## src/rtl/md_pkg.sv

```systemverilog
// Shared types and constants for the MULT/DIV issue controller.
// State encoding is fixed at 2 bits: IDLE=0, ISSUE=1, BUSY=2, DONE=3.
package md_pkg;

  typedef enum logic [1:0] {
    ST_IDLE  = 2'd0,
    ST_ISSUE = 2'd1,
    ST_BUSY  = 2'd2,
    ST_DONE  = 2'd3
  } md_state_e;

  typedef enum logic {
    OP_MULT = 1'b0,
    OP_DIV  = 1'b1
  } md_op_e;

  localparam int unsigned TIMEOUT_DEFAULT = 40;
  localparam int unsigned WD_WIDTH        = 6;

  localparam logic [4:0]  RSTATUS_REG   = 5'd30;
  localparam logic [31:0] MULT_EXC_CODE = 32'd4;
  localparam logic [31:0] DIV_EXC_CODE  = 32'd5;

  // rstatus value for a failed operation, already zero-extended to 32 bits
  function automatic logic [31:0] exc_code(input md_op_e op);
    return (op == OP_DIV) ? DIV_EXC_CODE : MULT_EXC_CODE;
  endfunction

endpackage

```

## src/rtl/md_watchdog.sv

```systemverilog
// Cycle counter for the BUSY phase: synchronous clear, count enable and a
// terminal-count flag that is high while the count equals TERMINAL.
module md_watchdog #(
  parameter int unsigned WIDTH    = 6,
  parameter int unsigned TERMINAL = 39
) (
  input  logic clock,
  input  logic reset_n,
  input  logic clr,
  input  logic en,
  output logic tc
);

  localparam logic [WIDTH-1:0] TERM = WIDTH'(TERMINAL);

  logic [WIDTH-1:0] count_reg;

  always_ff @(posedge clock or negedge reset_n) begin
    if (!reset_n) begin
      count_reg <= '0;
    end else if (clr) begin
      count_reg <= '0;
    end else if (en) begin
      count_reg <= count_reg + WIDTH'(1);
    end
  end

  assign tc = (count_reg == TERM);

endmodule

```

## src/rtl/md_issue_ctrl.sv

```systemverilog
// Sequences one MULT/DIV from X through multdiv: latch, pulse, stall until
// result or watchdog timeout, then a single-cycle writeback to rd or rstatus.
module md_issue_ctrl
  import md_pkg::*;
#(
  parameter int unsigned TIMEOUT = TIMEOUT_DEFAULT
) (
  input  logic        clock,
  input  logic        reset_n,
  input  logic        x_is_mult,
  input  logic        x_is_div,
  input  logic [4:0]  x_rd,
  input  logic [31:0] x_opA,
  input  logic [31:0] x_opB,
  input  logic        x_flush,
  output logic [31:0] md_opA,
  output logic [31:0] md_opB,
  output logic        md_ctrl_mult,
  output logic        md_ctrl_div,
  input  logic [31:0] md_result,
  input  logic        md_exception,
  input  logic        md_resultRDY,
  output logic        stall,
  output logic        wb_valid,
  output logic [4:0]  wb_rd,
  output logic [31:0] wb_data
);

  md_state_e   state_reg, state_next;
  md_op_e      op_reg;
  logic [4:0]  rd_reg;
  logic [31:0] opa_reg, opb_reg;
  logic        ctrl_mult_reg, ctrl_div_reg;

  logic        wb_valid_reg, wb_valid_next;
  logic [4:0]  wb_rd_reg, wb_rd_next;
  logic [31:0] wb_data_reg, wb_data_next;

  logic md_req, accept;
  logic finish, finish_exc;
  logic wd_clr, wd_en, wd_tc;

  assign md_req = x_is_mult | x_is_div;
  assign accept = (state_reg == ST_IDLE) & md_req & ~x_flush;

  // Count is 0 in the first BUSY cycle, so tc fires in BUSY cycle TIMEOUT-1
  md_watchdog #(
    .WIDTH    (WD_WIDTH),
    .TERMINAL (TIMEOUT - 1)
  ) u_watchdog (
    .clock   (clock),
    .reset_n (reset_n),
    .clr     (wd_clr),
    .en      (wd_en),
    .tc      (wd_tc)
  );

  always_ff @(posedge clock or negedge reset_n) begin
    if (!reset_n) begin
      state_reg <= ST_IDLE;
    end else begin
      state_reg <= state_next;
    end
  end

  always_comb begin
    state_next = state_reg;
    wd_clr     = 1'b0;
    wd_en      = 1'b0;
    finish     = 1'b0;
    finish_exc = 1'b0;
    case (state_reg)
      ST_IDLE: begin
        if (accept) begin
          state_next = ST_ISSUE;
          wd_clr     = 1'b1;
        end
      end
      // RDY may still be high from the previous op, so it is not looked at here
      ST_ISSUE: begin
        state_next = x_flush ? ST_IDLE : ST_BUSY;
      end
      ST_BUSY: begin
        wd_en = 1'b1;
        if (x_flush) begin
          state_next = ST_IDLE;
        end else if (md_resultRDY) begin
          state_next = ST_DONE;
          finish     = 1'b1;
          finish_exc = md_exception;
        end else if (wd_tc) begin
          state_next = ST_DONE;
          finish     = 1'b1;
          finish_exc = 1'b1;
        end
      end
      ST_DONE: begin
        state_next = ST_IDLE;
      end
      default: begin
        state_next = ST_IDLE;
      end
    endcase
  end

  // Writeback is formed on the BUSY->DONE edge so it is registered in DONE
  always_comb begin
    wb_valid_next = 1'b0;
    wb_rd_next    = '0;
    wb_data_next  = '0;
    if (finish) begin
      if (finish_exc) begin
        wb_valid_next = 1'b1;
        wb_rd_next    = RSTATUS_REG;
        wb_data_next  = exc_code(op_reg);
      end else begin
        wb_valid_next = (rd_reg != 5'd0);
        wb_rd_next    = rd_reg;
        wb_data_next  = md_result;
      end
    end
  end

  always_ff @(posedge clock or negedge reset_n) begin
    if (!reset_n) begin
      op_reg        <= OP_MULT;
      rd_reg        <= '0;
      opa_reg       <= '0;
      opb_reg       <= '0;
      ctrl_mult_reg <= 1'b0;
      ctrl_div_reg  <= 1'b0;
      wb_valid_reg  <= 1'b0;
      wb_rd_reg     <= '0;
      wb_data_reg   <= '0;
    end else begin
      if (accept) begin
        op_reg  <= x_is_mult ? OP_MULT : OP_DIV;
        rd_reg  <= x_rd;
        opa_reg <= x_opA;
        opb_reg <= x_opB;
      end
      // MULT takes priority when X reports both
      ctrl_mult_reg <= accept & x_is_mult;
      ctrl_div_reg  <= accept & ~x_is_mult;
      wb_valid_reg  <= wb_valid_next;
      wb_rd_reg     <= wb_rd_next;
      wb_data_reg   <= wb_data_next;
    end
  end

  assign stall = accept | (state_reg == ST_ISSUE) | (state_reg == ST_BUSY);

  assign md_opA       = opa_reg;
  assign md_opB       = opb_reg;
  assign md_ctrl_mult = ctrl_mult_reg;
  assign md_ctrl_div  = ctrl_div_reg;
  assign wb_valid     = wb_valid_reg;
  assign wb_rd        = wb_rd_reg;
  assign wb_data      = wb_data_reg;

endmodule

```

## config.mk

```make
export PLATFORM = sky130hd
export DESIGN_NAME = md_issue_ctrl
export DESIGN_NICKNAME = d
export VERILOG_FILES = /design/src/rtl/md_pkg.sv /design/src/rtl/md_watchdog.sv /design/src/rtl/md_issue_ctrl.sv
export SDC_FILE = /design/constraint.sdc
export NUM_CORES = 1
export LEC_CHECK = 0
export CAP_MARGIN = 40
export CORE_MARGIN = 10
export CORE_UTILIZATION = 43
export DETAILED_ROUTE_END_ITERATION = 7
export GPL_TIMING_DRIVEN = 0
export PLACE_DENSITY_LB_ADDON = 0.08
export SLEW_MARGIN = 30
export SYNTH_ARGS = -nofsm -noshare
export SYNTH_HDL_FRONTEND = slang
export SYNTH_SLANG_ARGS = --single-unit
```

## constraint.sdc

```tcl
create_clock -name clock -period 2.8 [get_ports clock]
set_input_delay 0.7 -clock clock [delete_from_list [all_inputs] [get_ports clock]]
set_output_delay 0.7 -clock clock [all_outputs]
set_load 0.01 [all_outputs]
```

Word-level counts from Yosys, hierarchy flattened. Index checks and enable logic that the tools add are counted.

Mux-type cells: 26. $add $sub $neg: 1. Equality and inequality tests: 6. Reduce and logical (&&, ||, !) cells: 4. Bitwise operators: 9.

Operators with widths (count): $mux W32 (2); $mux W1 (14); $mux W6 (2); $mux W2 (5); $mux W5 (2); $pmux W2 S4 (1); $add A6 B1 Y6 const B (1); $eq A6 B6 Y1 const B (1); $reduce_bool A5 Y1 (1); $and A1 B1 Y1 (4); $eq A2 B2 Y1 const B (2); $ne A4 B3 Y1 const B (1); $or A1 B1 Y1 (3); $eq A2 B1 Y1 const B (1); $logic_not A2 Y1 (1); $ne A2 B2 Y1 const B (1); $not A1 Y1 (2); $reduce_and A2 Y1 (1); $reduce_bool A2 Y1 (1).

Logic and storage cells: 57. Register bits: 118. Output and inout port bits: 105. Input port bits: 108.

Depth between registers and ports, before layout. Gate-level depths: netlist of the first run.

Depth in word-level cells: 7. Depth in mapped cells: 5. Gate-level depth less buffers: 4.

By module. From an unflattened synthesis of the first run, not the netlist that was laid out.

Cell total of the unflattened synthesis: 281. Area total of the unflattened synthesis: 4674.5 µm².

Modules (own cells, without submodules): md_issue_ctrl (times used 1, cells each 253, area each 4388.0 µm², sequential area each 2802.7 µm²); md_watchdog (times used 1, cells each 28, area each 286.5 µm², sequential area each 150.1 µm²).

Worst setup path after synthesis of the first run. Ideal clock, no wire load.

Path type: input to output. From: input x_flush. To: output stall. Required time: 2100 ps. Slack: 728 ps. Buffers on the path: 0. Cell stages on the path: 2. Arrival: 1372 ps. Cells stage by stage: or4_1 -> nand2_1.

Cells in the longest elaborated chain, start to end: 4.

Ends and longest elaborated chain: from (decl) (line md_issue_ctrl.sv:15) `input logic x_flush,`; $not A1 Y1 (line md_issue_ctrl.sv:44) `assign accept = (state_reg == ST_IDLE) & md_req & ~x_flush;`; $and A1 B1 Y1 (line md_issue_ctrl.sv:44); $or A1 B1 Y1 (2 in series) (line md_issue_ctrl.sv:151) `assign stall = accept | (state_reg == ST_ISSUE) | (state_reg == ST_BUSY);`; to (decl) (line md_issue_ctrl.sv:23) `output logic stall,`.

Every way passes these cells.

Worst setup path in the final report of the first run.
From: input x_is_div. To: output stall.

Cells in the longest elaborated chain, start to end: 5.

Ends and longest elaborated chain: from (decl) (line md_issue_ctrl.sv:11) `input logic x_is_div,`; $or A1 B1 Y1 (line md_issue_ctrl.sv:43) `assign md_req = x_is_mult | x_is_div;`; $and A1 B1 Y1 (2 in series) (line md_issue_ctrl.sv:44); $or A1 B1 Y1 (2 in series) (line md_issue_ctrl.sv:151).

Every way passes these cells.

==> results of run 1 <==
==> area by class of cell <==
| cell class | instances | area, µm² | area share |
|---|---|---|---|
| Buffer | 13 | 83.8 | 0.0116 |
| Clock buffer | 20 | 435 | 0.0602 |
| Tap cell | 133 | 166 | 0.0230 |
| Sequential cell | 118 | 2950 | 0.408 |
| Multi-Input combinational cell | 157 | 1320 | 0.183 |
| Timing Repair Buffer | 213 | 2160 | 0.298 |
| Inverter | 2 | 7.51 | 0.00104 |
| Clock inverter | 10 | 108 | 0.0149 |
==> through the flow <==
step	TNS, ps	setup slack, ps
after floorplan	0	728
after global placement	-404560	-3430
after detailed placement	-376	-376
after CTS	0	13.3
after global routing	0	87.2
final	0	129
==> per-layer routing <==
metal / part of all wire / up-vias / GRT usage
met3: 0.14 / 12 / 0.113
met5: 0 / - / 0
met2: 0.50 / 150 / 0.293
met4: 0.012 / 0 / 0.0581
li1: - / 1448 / -
met1: 0.36 / 1506 / 0.166
==> timing repair <==
item,CTS,global route
setup endpoints to repair,1,1
pin swaps,0,0
gates resized for setup,4,2
==> power by group through the flow <==
stage,clock network (mW),registers (mW),logic (mW)
2_1_floorplan,0,2.57,0.554
3_3_place_gp,0,2.39,1.88
3_5_place_dp,0,2.41,1.92
4_1_cts,2.04,2.39,1.93
5_1_grt,2.11,2.44,2.02
6_report,1.99,2.38,1.89
==> worst register-to-register path, cell delays in order, from the launching register on <==
cell and delay, ps:
dfrtp_1 360, buf_4 170, nor4_4 390, buf_4 280
buf_4 210, mux2_1 330
==> cell usage in the layout, fill, tap and decap left out, types with 3 or more instances in the layout <==
| cell | Yosys | routed |
|---|---|---|
| mux2i_1 | 3 | 3 |
| clkinv_2 | 0 | 5 |
| nand2_1 | 5 | 5 |
| and2_1 | 32 | 32 |
| mux2_1 | 22 | 22 |
| buf_2 | 5 | 5 |
| a21oi_1 | 4 | 4 |
| mux2_2 | 48 | 48 |
| nor2_1 | 19 | 19 |
| clkinvlp_4 | 0 | 3 |
| clkdlybuf4s50_1 | 0 | 208 |
| clkbuf_16 | 0 | 16 |
| buf_4 | 3 | 3 |
| clkbuf_1 | 1 | 3 |
| dfrtp_1 | 118 | 118 |
==> logic make-up after synthesis <==
logic type,Yosys count,share of synthesized area
adders and majority gates,1,0.00287
muxes,73,0.188
xor gates and xnor gates,2,0.00401
DFF,118,0.677
AOI/OAI and AO/OA,8,0.0109
and+or+nand+nor,73,0.0972
buffers and inverters,15,0.0209
==> final timing paths <==
| kind | start | endpoint | slack, ps |
|---|---|---|---|
| worst max-delay path | x_is_div | stall | 130 |
| worst min-delay path | reset_n | md_opB[14] | 50 |
| worst max register to register | state_reg[1] | rd_reg[3] | 940 |
| worst min register to register | md_opA[27] | md_opA[27] | 480 |
| max in group asynchronous | reset_n | md_opB[9] | 2070 |
| min in group clock | x_is_mult | md_ctrl_div | 430 |
==> flow_summary_export.csv, run 1 <==
group,metric,value,unit
run_status,outcome,"completed",
clock_network,cts_setup_buffers,0,
power,peakVddDrop,0.464,mV
clock_network,htree_levels,4,
timing,fmax,374,MHz
power,finalPower,6.25,mW
critical_path,worstRegToRegCells,5,
floorplan,initial_core_util,0.444,
power,power-per-cell-area,864,mW/mm²
power,pwr-share-clk,0.317,
final_layout,fillerInstances,693,
placed_design,dp_hpwl,9740,µm
grt,first_global_vias,3548,
timing,rsz0062_at_grt,"no",
critical_path,cp_slowest_cell,"clkdlybuf4s50_1",
clock_network,cts-root-buf,"clkbuf_8",
yosys,synth_top_area_share,0.677,
clock_network,hold_buffers,0,
critical_path,worstSetupStartpointType,"primary input",
hold_path,hp-class,"in2async",
routing,drtPass1Iterations,4,
routing,drt_iter0_markers,123,
critical_path,path_buf_inv,2,
yosys,ys_top_cells_by_area,"dfrtp_1, mux2_2, mux2_1",
yosys,yosysWarnings,0,
grt,grt_pass1_wl,19200,µm
grt,antenna_found_initial,0,
yosys,syn_inst,290,
floorplan,die_x,121,µm
critical_path,crit_required,2100,ps
final_layout,drive_gt1_frac,0.176,
critical_path,path_depth,5,
final_layout,final_core_utilization,0.737,
timing,setup_viol_count_final,0,
floorplan,coreArea,0.00982,mm²
critical_path,crit_type,"in2out",
placed_design,dpl-instance-area,0.00669,mm²
power,p_int,4.59,mW
yosys,synth-async-reset-ratio,1.00,
yosys,synthTopCellsByCount,"dfrtp_1, mux2_2, and2_1",
final_layout,instances_no_fill,666,
final_layout,n_antenna_cell,0,
timing,final.setup_skew,7.83,ps
timing,fin_crit_sh,0.954,
power,p_leak,3.14,nW
yosys,synth_cell_type_count,33,
placed_design,gp_congestion,0.768,
yosys,syn_area_per_cell,15.0,µm²
critical_path,crit_fanout,3,
clock_network,clk_latency,510,ps
routing,wire_per_inst,18.8,µm
floorplan,rows,36,
timing,holdWs,48.4,ps
grt,grt_usage,0.173,
job,cap_violations,0,
routing,via_per_inst,4.68,
yosys,synth_seq_cells,118,
yosys,synth_edf_count,0,
timing,hold_viol_final,0,
yosys,yosysMostFrequentCell,"dfrtp_1",
power,p_comb_frac,0.302,
yosys,syn_nets,399,
clock_network,cts_buffers,17,
yosys,postSynth.topFlopCell,"dfrtp_1",
floorplan,boundaryPins,213,
clock_network,cts_tree,"built",
timing,final.min_clock_period,2670,ps
power,switching_share,0.266,
grt,overflow,0,
timing,relSlewSlack,0.591,
yosys,yosysTopAreaCell,"dfrtp_1",
clock_network,cts_sinks,118,
placed_design,dp_cells,636,
power,power.switching,1.66,mW
routing,detail-route-antenna-nets,0,
critical_path,cp_top_family,"buffers and inverters",
timing,worst_pin_slew,614,ps
critical_path,crit_chain,"clkdlybuf4s50_1, nor2_1, or4_4, nand2_1, clkdlybuf4s15_2",
routing,wl,12600,µm
routing,drc_errors,0,
floorplan,die_h,121,µm
yosys,netlist_area,0.00436,mm²
clock_network,clockBufferDepth,2,
floorplan,die_area,0.0146,mm²
critical_path,arrival,1970,ps
final_layout,nets,631,
final_layout,syn_to_final_growth,65.8,%
critical_path,end_kind,"output port",
routing,vias,3116,
yosys,synth_seq_area_share,0.677,
critical_path,critical-path-max-stage-delay,460,ps
grt,grt_max_degree,85,
clock_network,clkTransAtPathRegs,50,ps
power,pwr-share-seq,0.381,
timing,finalMaxSlewViolations,0,
final_layout,final_area,0.00723,mm²
placed_design,port_buffers,212,
Note: power is estimated with default switching activity, not from simulation.
==> run 2: changes to the inputs <==
--- a/config.mk
+++ b/config.mk
@@ -11,6 +11,7 @@
 export DETAILED_ROUTE_END_ITERATION = 7
 export GPL_TIMING_DRIVEN = 0
 export PLACE_DENSITY_LB_ADDON = 0.08
+export SETUP_SLACK_MARGIN = 0.3
 export SLEW_MARGIN = 30
 export SYNTH_ARGS = -nofsm -noshare
 export SYNTH_HDL_FRONTEND = slang
==> run 2 against run 1 <==
Effect of this change: critical path type unchanged; largest cell class unchanged; largest power group unchanged; die area unchanged; sequential power about the same; sequential share of layout area about the same; final area about the same; via count up 0.16%; cell count up 0.15%; routed wire length up 0.70%; combinational power about the same; clock skew about the same; hold slack better by 0.98 ps; highest routed layer unchanged; maximum frequency up 8.8%.
==> flow_summary_export.csv, run 2 (synthesis results as in run 1) <==
group,metric,value,unit
critical_path,path_buf_inv,2,
power,p_leak,3.13,nW
critical_path,r2r_end,"rd_reg[3]",
timing,hold_viol_final,0,
critical_path,worstSetupStartpointType,"primary input",
critical_path,path_depth,5,
floorplan,die_area,0.0146,mm²
power,power.switching,1.67,mW
final_layout,final_common_cell,"clkdlybuf4s50_1",
critical_path,crit_required,2100,ps
critical_path,crit_chain,"dlygate4sd2_1, nor2_2, or4_4, nand2_2, buf_6",
floorplan,die_x,121,µm
grt,first_global_vias,3570,
routing,drtPass1Iterations,4,
critical_path,worstRegToRegCells,5,
grt,overflow,0,
clock_network,cts_buffers,17,
routing,drt_iter0_markers,124,
power,power-per-cell-area,866,mW/mm²
placed_design,dp_hpwl,9740,µm
final_layout,instances_no_fill,667,
run_status,outcome,"completed",
power,switching_share,0.266,
power,pwr-share-clk,0.317,
critical_path,crit_type,"in2out",
clock_network,htree_levels,4,
clock_network,cts_sinks,118,
timing,setup_viol_count_final,0,
final_layout,n_antenna_cell,0,
clock_network,clockBufferDepth,2,
critical_path,regToRegStartpoint,"state_reg[1]",
floorplan,die_h,121,µm
floorplan,coreArea,0.00982,mm²
routing,vias,3121,
timing,fmax,407,MHz
final_layout,syn_to_final_growth,65.9,%
power,peakVddDrop,0.466,mV
power,pwr-share-seq,0.380,
final_layout,drive_gt1_frac,0.184,
grt,antenna_found_initial,0,
final_layout,nets,632,
critical_path,arrival,1760,ps
job,cap_violations,0,
clock_network,clkTransAtPathRegs,50,ps
floorplan,initial_core_util,0.444,
timing,final.min_clock_period,2460,ps
grt,grt_max_degree,85,
final_layout,final_cell_mix,"clkdlybuf4s50_1, dfrtp_1, mux2_2",
final_layout,final_core_utilization,0.737,
placed_design,dp_cells,636,
floorplan,boundaryPins,213,
timing,final.setup_skew,8.01,ps
critical_path,critical-path-max-stage-delay,530,ps
routing,wire_per_inst,19.0,µm
timing,fin_crit_sh,0.877,
timing,relSlewSlack,0.579,
critical_path,cp_slowest_cell,"or4_4",
placed_design,gp_congestion,0.768,
clock_network,cts-root-buf,"clkbuf_8",
timing,worst_pin_slew,632,ps
timing,tns,0,ps
grt,grt_pass1_wl,19300,µm
routing,detail-route-antenna-nets,0,
timing,rsz0062_at_grt,"no",
grt,grt_usage,0.174,
routing,wl,12600,µm
critical_path,crit_fanout,4,
critical_path,reg2reg_slack,930,ps
power,p_int,4.60,mW
routing,drc_errors,0,
routing,via_per_inst,4.68,
clock_network,clk_latency,510,ps
critical_path,cp_top_family,"simple AND/OR/NAND/NOR gates",
clock_network,cts_tree,"built",
hold_path,hp-class,"in2async",
placed_design,port_buffers,212,
timing,finalMaxSlewViolations,0,
floorplan,rows,36,
critical_path,end_kind,"output port",
power,p_comb_frac,0.303,
## run 2: changes by cell type in the layout (fill, tap and decap cells not counted), sizes merged
cell / change
dlymetal6s2s: -1
buf: +2
clkbuf: +1
clkdlybuf4s15: -1
dlygate4sd2: +1
clkdlybuf4s50: -1
## run 2: how the worst max path moves through the flow
stage | startpoint | to | slack, ps
floorplan | x_flush | stall | 730
global placement | reset_n | wb_data[28] | -3430
detailed placement | x_flush | stall | -380
CTS | x_flush | stall | 340
global route | x_is_mult | stall | 310
finish | x_is_mult | stall | 340
## run 2: metal layers
metal  vias to the layer above  global-route usage  share of wire
met4                         0              0.0581          0.012
met3                        12               0.113           0.14
li1                       1447                   -              -
met5                         -                   0              0
met1                      1508               0.166           0.36
met2                       154               0.297           0.49
## run 2: per-stage QoR
step	setup slack (ps)	total power, mW	cell area (µm²)	hold WS, ps
final	344	6.27	7240	49.4
after global routing	307	6.59	7240	33.1
after CTS	338	6.36	7240	32.5
after detailed placement	-376	4.33	6690	474
after global placement	-3430	4.26	6650	467
after floorplan	728	3.13	4360	404
## run 2: worst reg2reg max path: stages, from the launching register on
cell and delay [ps]:
dfrtp_1 360, buf_4 170, nor4_4 390, buf_4 280, buf_4 210, mux2_1 340
## run 2: cell type report
class	count	area, µm²
multi-input cells	157	1330
clock inverters	10	108
flip-flops and latches	118	2950
inverters	2	7.51
well taps	133	166
repair buffers	214	2160
fillers	693	2580
clock buffers	20	435
plain buffers	13	86.3
## run 2: power groups by stage
stage	sequential (mW)	combinational, mW	clock (mW)
final	2.38	1.90	1.98
after global routing	2.44	2.03	2.11
after CTS	2.39	1.94	2.04
after detailed placement	2.41	1.92	0
after global placement	2.39	1.88	0
after floorplan	2.57	0.554	0
## run 2: what timing repair did
item,CTS,global route
setup buffers,1,0
gates resized for setup,11,4
endpoints found under the setup margin,1,1
hold buffers,0,0
pin swaps,1,0
==> run 3: changes to the inputs <==
--- a/config.mk
+++ b/config.mk
@@ -6,6 +6,7 @@
 export NUM_CORES = 1
 export LEC_CHECK = 0
 export CAP_MARGIN = 40
+export CORE_ASPECT_RATIO = 1.4
 export CORE_MARGIN = 10
 export CORE_UTILIZATION = 43
 export DETAILED_ROUTE_END_ITERATION = 7
==> constraint.sdc (replaced) <==
create_clock -name clock -period 2.8 [get_ports clock]
set_input_delay 0.28 -clock clock [delete_from_list [all_inputs] [get_ports clock]]
set_output_delay 0.28 -clock clock [all_outputs]
set_load 0.02 [all_outputs]
==> run 3 against run 2 <==
Effect of this change: via count fell by 0.22%; hold slack improved by 320 ps; cell count is 0.60% higher; global-route usage decreased by 0.42 points; count of clock-buffer cells in the layout up 3; combinational power increased by 15%; non-clock buffer count unchanged; routed wire length fell by 4.7%; total power is 8.8% higher; core utilization up 0.26 points; clock power rose by 15%; critical endpoint unchanged; largest cell class unchanged.
==> flow_summary_export.csv, run 3 (synthesis results as in run 1) <==
group,metric,value,unit
final_layout,final_core_utilization,0.740,
floorplan,coreArea,0.00990,mm²
routing,via_per_inst,4.64,
placed_design,gp_congestion,0.744,
grt,grt_pass1_wl,19200,µm
power,pwr-share-clk,0.333,
power,power-per-cell-area,931,mW/mm²
critical_path,worstSetupStartpointType,"flop",
critical_path,cp_slowest_cell,"or4_1",
clock_network,cts-root-buf,"clkbuf_16",
final_layout,instances_no_fill,671,
routing,wire_per_inst,17.9,µm
timing,holdWs,373,ps
critical_path,crit_required,2520,ps
power,p_int,4.88,mW
floorplan,initial_core_util,0.441,
timing,fin_crit_sh,0.744,
timing,final.min_clock_period,2080,ps
grt,antenna_found_initial,0,
floorplan,die_x,105,µm
final_layout,nets,632,
routing,wl,12000,µm
final_layout,syn_to_final_growth,67.9,%
floorplan,die_area,0.0146,mm²
timing,relSlewSlack,0.573,
run_status,outcome,"completed",
floorplan,boundaryPins,213,
placed_design,dp_hpwl,9480,µm
job,cap_violations,0,
clock_network,htree_levels,4,
power,power.switching,1.94,mW
routing,drc_errors,0,
power,pwr-share-seq,0.347,
floorplan,die_h,139,µm
routing,drt_iter0_markers,56,
placed_design,port_buffers,212,
routing,drtPass1Iterations,4,
grt,grt_max_degree,70,
clock_network,clkTransAtPathRegs,50,ps
timing,rsz0062_at_grt,"no",
critical_path,critical-path-max-stage-delay,560,ps
critical_path,crit_fanout,10,
final_layout,final_common_cell,"clkdlybuf4s50_1",
critical_path,arrival,1800,ps
timing,setup_viol_count_final,0,
critical_path,crit_type,"reg2out",
final_layout,drive_gt1_frac,0.174,
placed_design,dpl-instance-area,0.00669,mm²
routing,vias,3114,
power,p_comb_frac,0.320,
grt,overflow,0,
timing,hold_viol_final,0,
power,peakVddDrop,0.699,mV
timing,fmax,480,MHz
critical_path,crit_chain,"buf_4, or4_1, nand2_1, dlymetal6s2s_1",
power,finalPower,6.82,mW
timing,finalMaxSlewViolations,0,
clock_network,cts_tree,"built",
clock_network,cts_buffers,17,
final_layout,final_cell_mix,"clkdlybuf4s50_1, dfrtp_1, mux2_2",
power,switching_share,0.285,
grt,grt_usage,0.170,
grt,first_global_vias,3445,
routing,detail-route-antenna-nets,0,
clock_network,cts_sinks,118,
timing,final.setup_skew,9.58,ps
final_layout,n_antenna_cell,0,
hold_path,hp-class,"in2async",
placed_design,dp_cells,638,
clock_network,cts_setup_buffers,0,
final_layout,final_area,0.00733,mm²
critical_path,end_kind,"output port",
clock_network,clk_latency,410,ps
timing,worst_pin_slew,640,ps
floorplan,rows,43,
power,p_leak,3.18,nW
clock_network,clockBufferDepth,2,
==> run 3: power by group through the flow <==
stage | combinational, mW | sequential, mW | clock [mW]
finish | 2.18 | 2.37 | 2.27
global route | 2.32 | 2.43 | 2.39
CTS | 2.23 | 2.37 | 2.32
detailed placement | 2.23 | 2.40 | 0
global placement | 2.19 | 2.38 | 0
floorplan | 0.558 | 2.87 | 0
==> run 3: final timing paths <==
| check | depth (start not counted) | to | startpoint | slack (ps) |
|---|---|---|---|---|
| setup / recovery | 4 | stall | state_reg[1] | 720 |
| hold / removal | 2 | md_opA[15] | reset_n | 370 |
| setup reg to reg | 5 | rd_reg[2] | state_reg[1] | 870 |
| hold reg to reg | 1 | md_opA[13] | md_opA[13] | 480 |
| max in group asynchronous | 3 | wb_data[30] | reset_n | 1760 |
| min in group clock | 2 | wb_data[18] | md_result[18] | 420 |
==> run 3: per-stage QoR <==
stage | TNS, ps | setup WS (ps)
global route | 0 | 629
finish | 0 | 717
floorplan | 0 | 1180
CTS | 0 | 309
detailed placement | 0 | 377
global placement | -359290 | -3050
==> run 3: critical path: cells and delay by family, from the launching register on <==
kind          cells  cell delay (ps)
buf+inv           2              400
flops             1              350
simple gates      2              650
==> run 3: timing repair <==
| action | 4_1_cts | 5_1_grt |
|---|---|---|
| endpoints found under the setup margin | 0 | 1 |
| gates resized for setup | 0 | 1 |
| endpoints found under the hold margin | 49 | 0 |
| hold buffers | 1 | 0 |
==> run 3: per-layer routing <==
metal  up-vias  wire length, µm  track usage
met4         0              206       0.0681
met1      1493             4700        0.182
met5         -                0            0
met3        14             1080       0.0837
met2       147             6070        0.279
li1       1460                -            -
==> run 3: layout make-up <==
cell class / count / area, µm²
flip-flops and latches: 118 / 2950
multi-input cells: 157 / 1320
plain buffers: 13 / 83.8
well taps: 135 / 169
inverters: 2 / 7.51
clock inverters: 9 / 148
repair buffers: 214 / 2170
clock buffers: 23 / 478
fillers: 720 / 2570
==> edit 1: new RTL, flow settings as in run 1 <==
Take the reset off `wb_data_reg` and load it in a clocked block of its own.
--- a/src/rtl/md_issue_ctrl.sv
+++ b/src/rtl/md_issue_ctrl.sv
@@ -133,3 +133,2 @@
       wb_rd_reg     <= '0;
-      wb_data_reg   <= '0;
     end else begin
@@ -146,4 +145,7 @@
       wb_rd_reg     <= wb_rd_next;
-      wb_data_reg   <= wb_data_next;
     end
+  end
+
+  always_ff @(posedge clock) begin
+    wb_data_reg <= wb_data_next;
   end
Behaviour: differs if reset_n is asserted again (counterexample within 4 cycles, from zero or initial values and one cycle with reset_n low); with reset_n held inactive, the same outputs for 10 cycles.
==> edit 1 against run 1 <==
Sequential share of layout area fell by 1.4 points; wire length down 6.6%; die area fell by 3.1%; worst setup slack got worse by 37 ps; synthesized cell count is 0.34% lower; clock power about the same; synthesized area shrank 3.7%; sequential cell count unchanged; core utilization is 0.26 points lower; power is 0.39% lower; worst hold slack got worse by 9.7 ps; design area is 2.2% lower; register-to-register slack got worse by 30 ps.
==> edit 1: results (changes against run 1) <==
[setup_path]
regToRegStartpoint = state_reg[1]$_DFFE_PN0P_  ; unchanged
reg2reg_depth = 5  ; unchanged
crit_end = stall  ; unchanged
crit_start = x_is_div  ; unchanged
rrSetupSlack_ps = 910  ; was 940 ps
arrival_ps = 2010  ; was 1970 ps
critPathMaxFanout = 3  ; unchanged
critical-path-slowest-cell = clkdlybuf4s50_1  ; unchanged
critical_path.top_delay_family = buffers and inverters  ; unchanged
r2r-end = md_opA[2]$_DFFE_PN0P_  ; was rd_reg[3]$_DFFE_PN0P_

[clocking]
cts_root_buffer = clkbuf_8  ; unchanged
cts_made_buffers = 17  ; unchanged
clkLatencyLatePin_ps = 510  ; about the same
clk_path_buf_depth = 2  ; unchanged
cts_resized = 4  ; unchanged
htree_levels = 4  ; unchanged

[routing]
routed_via_density = 4.61  ; was 4.68
wl_met2_um = 5670  ; was 6230 um
wl_met1_um = 4870  ; was 4470 um
wl_per_cell_um = 17.6  ; was 18.8 um
routed-via-count = 3074  ; was 3,116
drt-pass1-iter-count = 4  ; unchanged
drtIter0Drc = 90  ; was 123
top_layer = met4  ; unchanged
wl_met3_um = 1040  ; was 1710 um

[synthesis]
synthTopCellsByCount = dfrtp_1 (86), mux2_2 (48), and2_1 (32), dfxtp_1 (32), mux2_1 (22)  ; was dfrtp_1 (118), mux2_2 (48), and2_1 (32)
syn_nets = 398  ; was 399
ys_seq_area_frac = 0.664  ; was 0.677
yosys-top-cells-area = dfrtp_1 (51%), dfxtp_1 (15%), mux2_2 (13%), mux2_1 (5.9%), and2_1 (4.8%)  ; was dfrtp_1 (68%), mux2_2 (12%), mux2_1 (5.7%), and2_1 (4.6%), nor2_1 (1.6%)
syn_inst = 289  ; was 290
yosys_warnings = 0  ; unchanged
async_flop_share = 0.729  ; was 1.00
synthDistinctLibCells = 32  ; was 33

[global_routing]
grt_max_degree = 61  ; was 85
grt_pass1_wl_um = 18400  ; was 19,200 um
grtUsageMet1 = 0.185  ; was 0.166
gr-usage-met2 = 0.273  ; was 0.293
antenna_found_initial = 0  ; unchanged
track_usage = 0.168  ; was 0.173
grt_pass1_vias = 3294  ; was 3,548
met3_usage = 0.0803  ; was 0.113

[pwr]
vdd_drop_max_v = 0.000423  ; was 0.000464 V
p_sw_frac = 0.269  ; was 0.266
p_leak_nw = 2.96  ; was 3.14 nW

[place]
placed_area_um2 = 6520  ; was 6690 um2
place_ws_ps = -387  ; was -376 ps
dpl.hpwl_um = 8990  ; was 9740 um
gp_congestion = 0.758  ; was 0.768
dp.cells = 635  ; was 636

[sta]
slew_viol_final = 0  ; unchanged
skew_ps = 7.74  ; was 7.83 ps
holdWs_ps = 38.7  ; was 48.4 ps
worst_slew_pin_slew_ps = 681  ; was 614 ps

[floorplan]
start_util = 0.436  ; was 0.444

[finish]
layout-drive-gt1-share = 0.182  ; was 0.176
nets = 630  ; was 631

[run_status]
status = finished clean  ; unchanged

==> edit 1: cells by family (layout without fill, tap and decap cells) <==
group | Yosys count | in the layout | share of synthesized area
flops | 118 | 118 | 0.664
simple gates | 72 | 72 | 0.0994
buf+inv | 15 | 260 | 0.0220
compound gates | 7 | 7 | 0.0101
xor+xnor | 3 | 3 | 0.00625
fa+ha+maj | 1 | 1 | 0.00298
mux | 73 | 73 | 0.195
==> edit 1: power by group through the flow <==
stage	Combinational, mW	Sequential (mW)	Clock (mW)
global route	2.01	2.42	2.09
detailed placement	1.91	2.40	0
global placement	1.87	2.37	0
finish	1.87	2.36	1.99
floorplan	0.559	2.57	0
CTS	1.92	2.37	2.03
==> edit 1: cell type report <==
cell class              count  area (um2)
inverters                   2        7.51
repair buffers            213        2150
multi-input cells         156        1320
flip-flops and latches    118        2790
plain buffers              13        85.1
clock buffers              21         492
well taps                 133         166
clock inverters            11        65.1
fillers                   735        2560
==> edit 2: new RTL, settings of run 1 <==
Made on the original files. `WD_WIDTH`: 6 -> 12.
--- a/src/rtl/md_pkg.sv
+++ b/src/rtl/md_pkg.sv
@@ -17,3 +17,3 @@
   localparam int unsigned TIMEOUT_DEFAULT = 40;
-  localparam int unsigned WD_WIDTH        = 6;
+  localparam int unsigned WD_WIDTH        = 12;
 
Formal check against the unedited RTL: same outputs for any inputs over 10 cycles, from zero or initial values and one cycle with reset_n low; that may be too few to reach the edited logic, so the function may still have changed.
==> edit 2 against run 1 <==
Via count rose by 9.7%; synthesized area is 8.5% higher; design area up 6.3%; synthesized cell count is 11% higher; first-iteration DRC count rose by 15%; final cell count increased by 6.2%; worst setup slack got worse by 46 ps; core utilization shrank 2.4 points; power increased by 6.3%; worst hold slack improved by 27 ps; sequential cell count rose by 6; register-to-register slack worse by 40 ps; wire length grew 7.9%.
==> edit 2: results (changes against run 1) <==
[run_status]
status = finished clean  ; unchanged

[synthesis]
avgSynthCellArea_um2 = 14.7  ; was 15.0 um2
synthTopCellsByCount = dfrtp_1 (124), mux2_2 (58), and2_1 (32)  ; was dfrtp_1 (118), mux2_2 (48), and2_1 (32)
yosys-top-cells-area = dfrtp_1 (66%), mux2_2 (14%), and2_1 (4.2%), mux2_4 (2.9%), mux2i_1 (1.3%)  ; was dfrtp_1 (68%), mux2_2 (12%), mux2_1 (5.7%), and2_1 (4.6%), nor2_1 (1.6%)
syn_nets = 430  ; was 399
ys_seq_area_frac = 0.656  ; was 0.677
synthDistinctLibCells = 38  ; was 33

[global_routing]
track_usage = 0.173  ; about the same
grtUsageMet1 = 0.189  ; was 0.166
grt_pass1_vias = 3803  ; was 3,548
grt_pass1_wl_um = 21300  ; was 19,200 um
grt_max_degree = 83  ; was 85
met3_usage = 0.0838  ; was 0.113

[routing]
wl_met1_um = 5270  ; was 4470 um
wl_met2_um = 6780  ; was 6230 um
routed_via_density = 4.84  ; was 4.68

[pwr]
vdd_drop_max_v = 0.000387  ; was 0.000464 V
p_leak_nw = 3.30  ; was 3.14 nW

[setup_path]
rrSetupSlack_ps = 900  ; was 940 ps
r2r-end = wb_data[28]$_DFF_PN0_  ; was rd_reg[3]$_DFFE_PN0P_
critical-path-slowest-cell = or3_1  ; was clkdlybuf4s50_1
regToRegStartpoint = state_reg[0]$_DFFE_PN0P_  ; was state_reg[1]$_DFFE_PN0P_
arrival_ps = 2020  ; was 1970 ps
critPathMaxFanout = 10  ; was 3
crit_start = x_flush  ; was x_is_div

[sta]
post-route-period-util = 0.971  ; was 0.954
holdWs_ps = 75.1  ; was 48.4 ps
slew_headroom = 0.619  ; was 0.591
skew_ps = 5.73  ; was 7.83 ps

[clocking]
post_cts_buffers = 2  ; was 0
cts_resized = 7  ; was 4

[place]
place_ws_ps = -566  ; was -376 ps
gp_congestion = 0.792  ; was 0.768

[finish]
layout-drive-gt1-share = 0.199  ; was 0.176
final_cells = 707  ; was 666
nets = 664  ; was 631

-- edit 2: cell count changes after synthesis, sizes merged, moves of 2 or more --
cell / delta
clkbuf: +2
nor2: -7
nand4: +2
dfrtp: +6
o21bai: +3
or4: +2
o21ai: +6
mux2i: +3
a21oi: +7
a32oi: -2
nor4: +2
o31ai: +3
nor3: +2
nand3: +3
-- edit 2: cell type report --
class                   instances  area, um2
plain buffers                  14        110
clock buffers                  24        490
clock inverters                 7        110
fillers                       797       3100
inverters                       2       7.51
multi-input cells             181       1520
flip-flops and latches        124       3100
well taps                     140        175
repair buffers                215       2170
-- edit 2: cells by family after synthesis --
kind of cell / synth area share
multiplexers: 0.184
AO/OA/AOI/OAI: 0.0312
flip-flops: 0.656
AND/OR/NAND/NOR: 0.0968
XOR/XNOR: 0.00555
buffers and inverters: 0.0243
adder cells (fa/ha/maj): 0.00264
-- edit 2: power breakdown --
group          internal [mW]  switching [mW]
Sequential              2.24           0.238
Clock                   1.46           0.734
Combinational           1.25           0.724
Total                   4.95            1.70
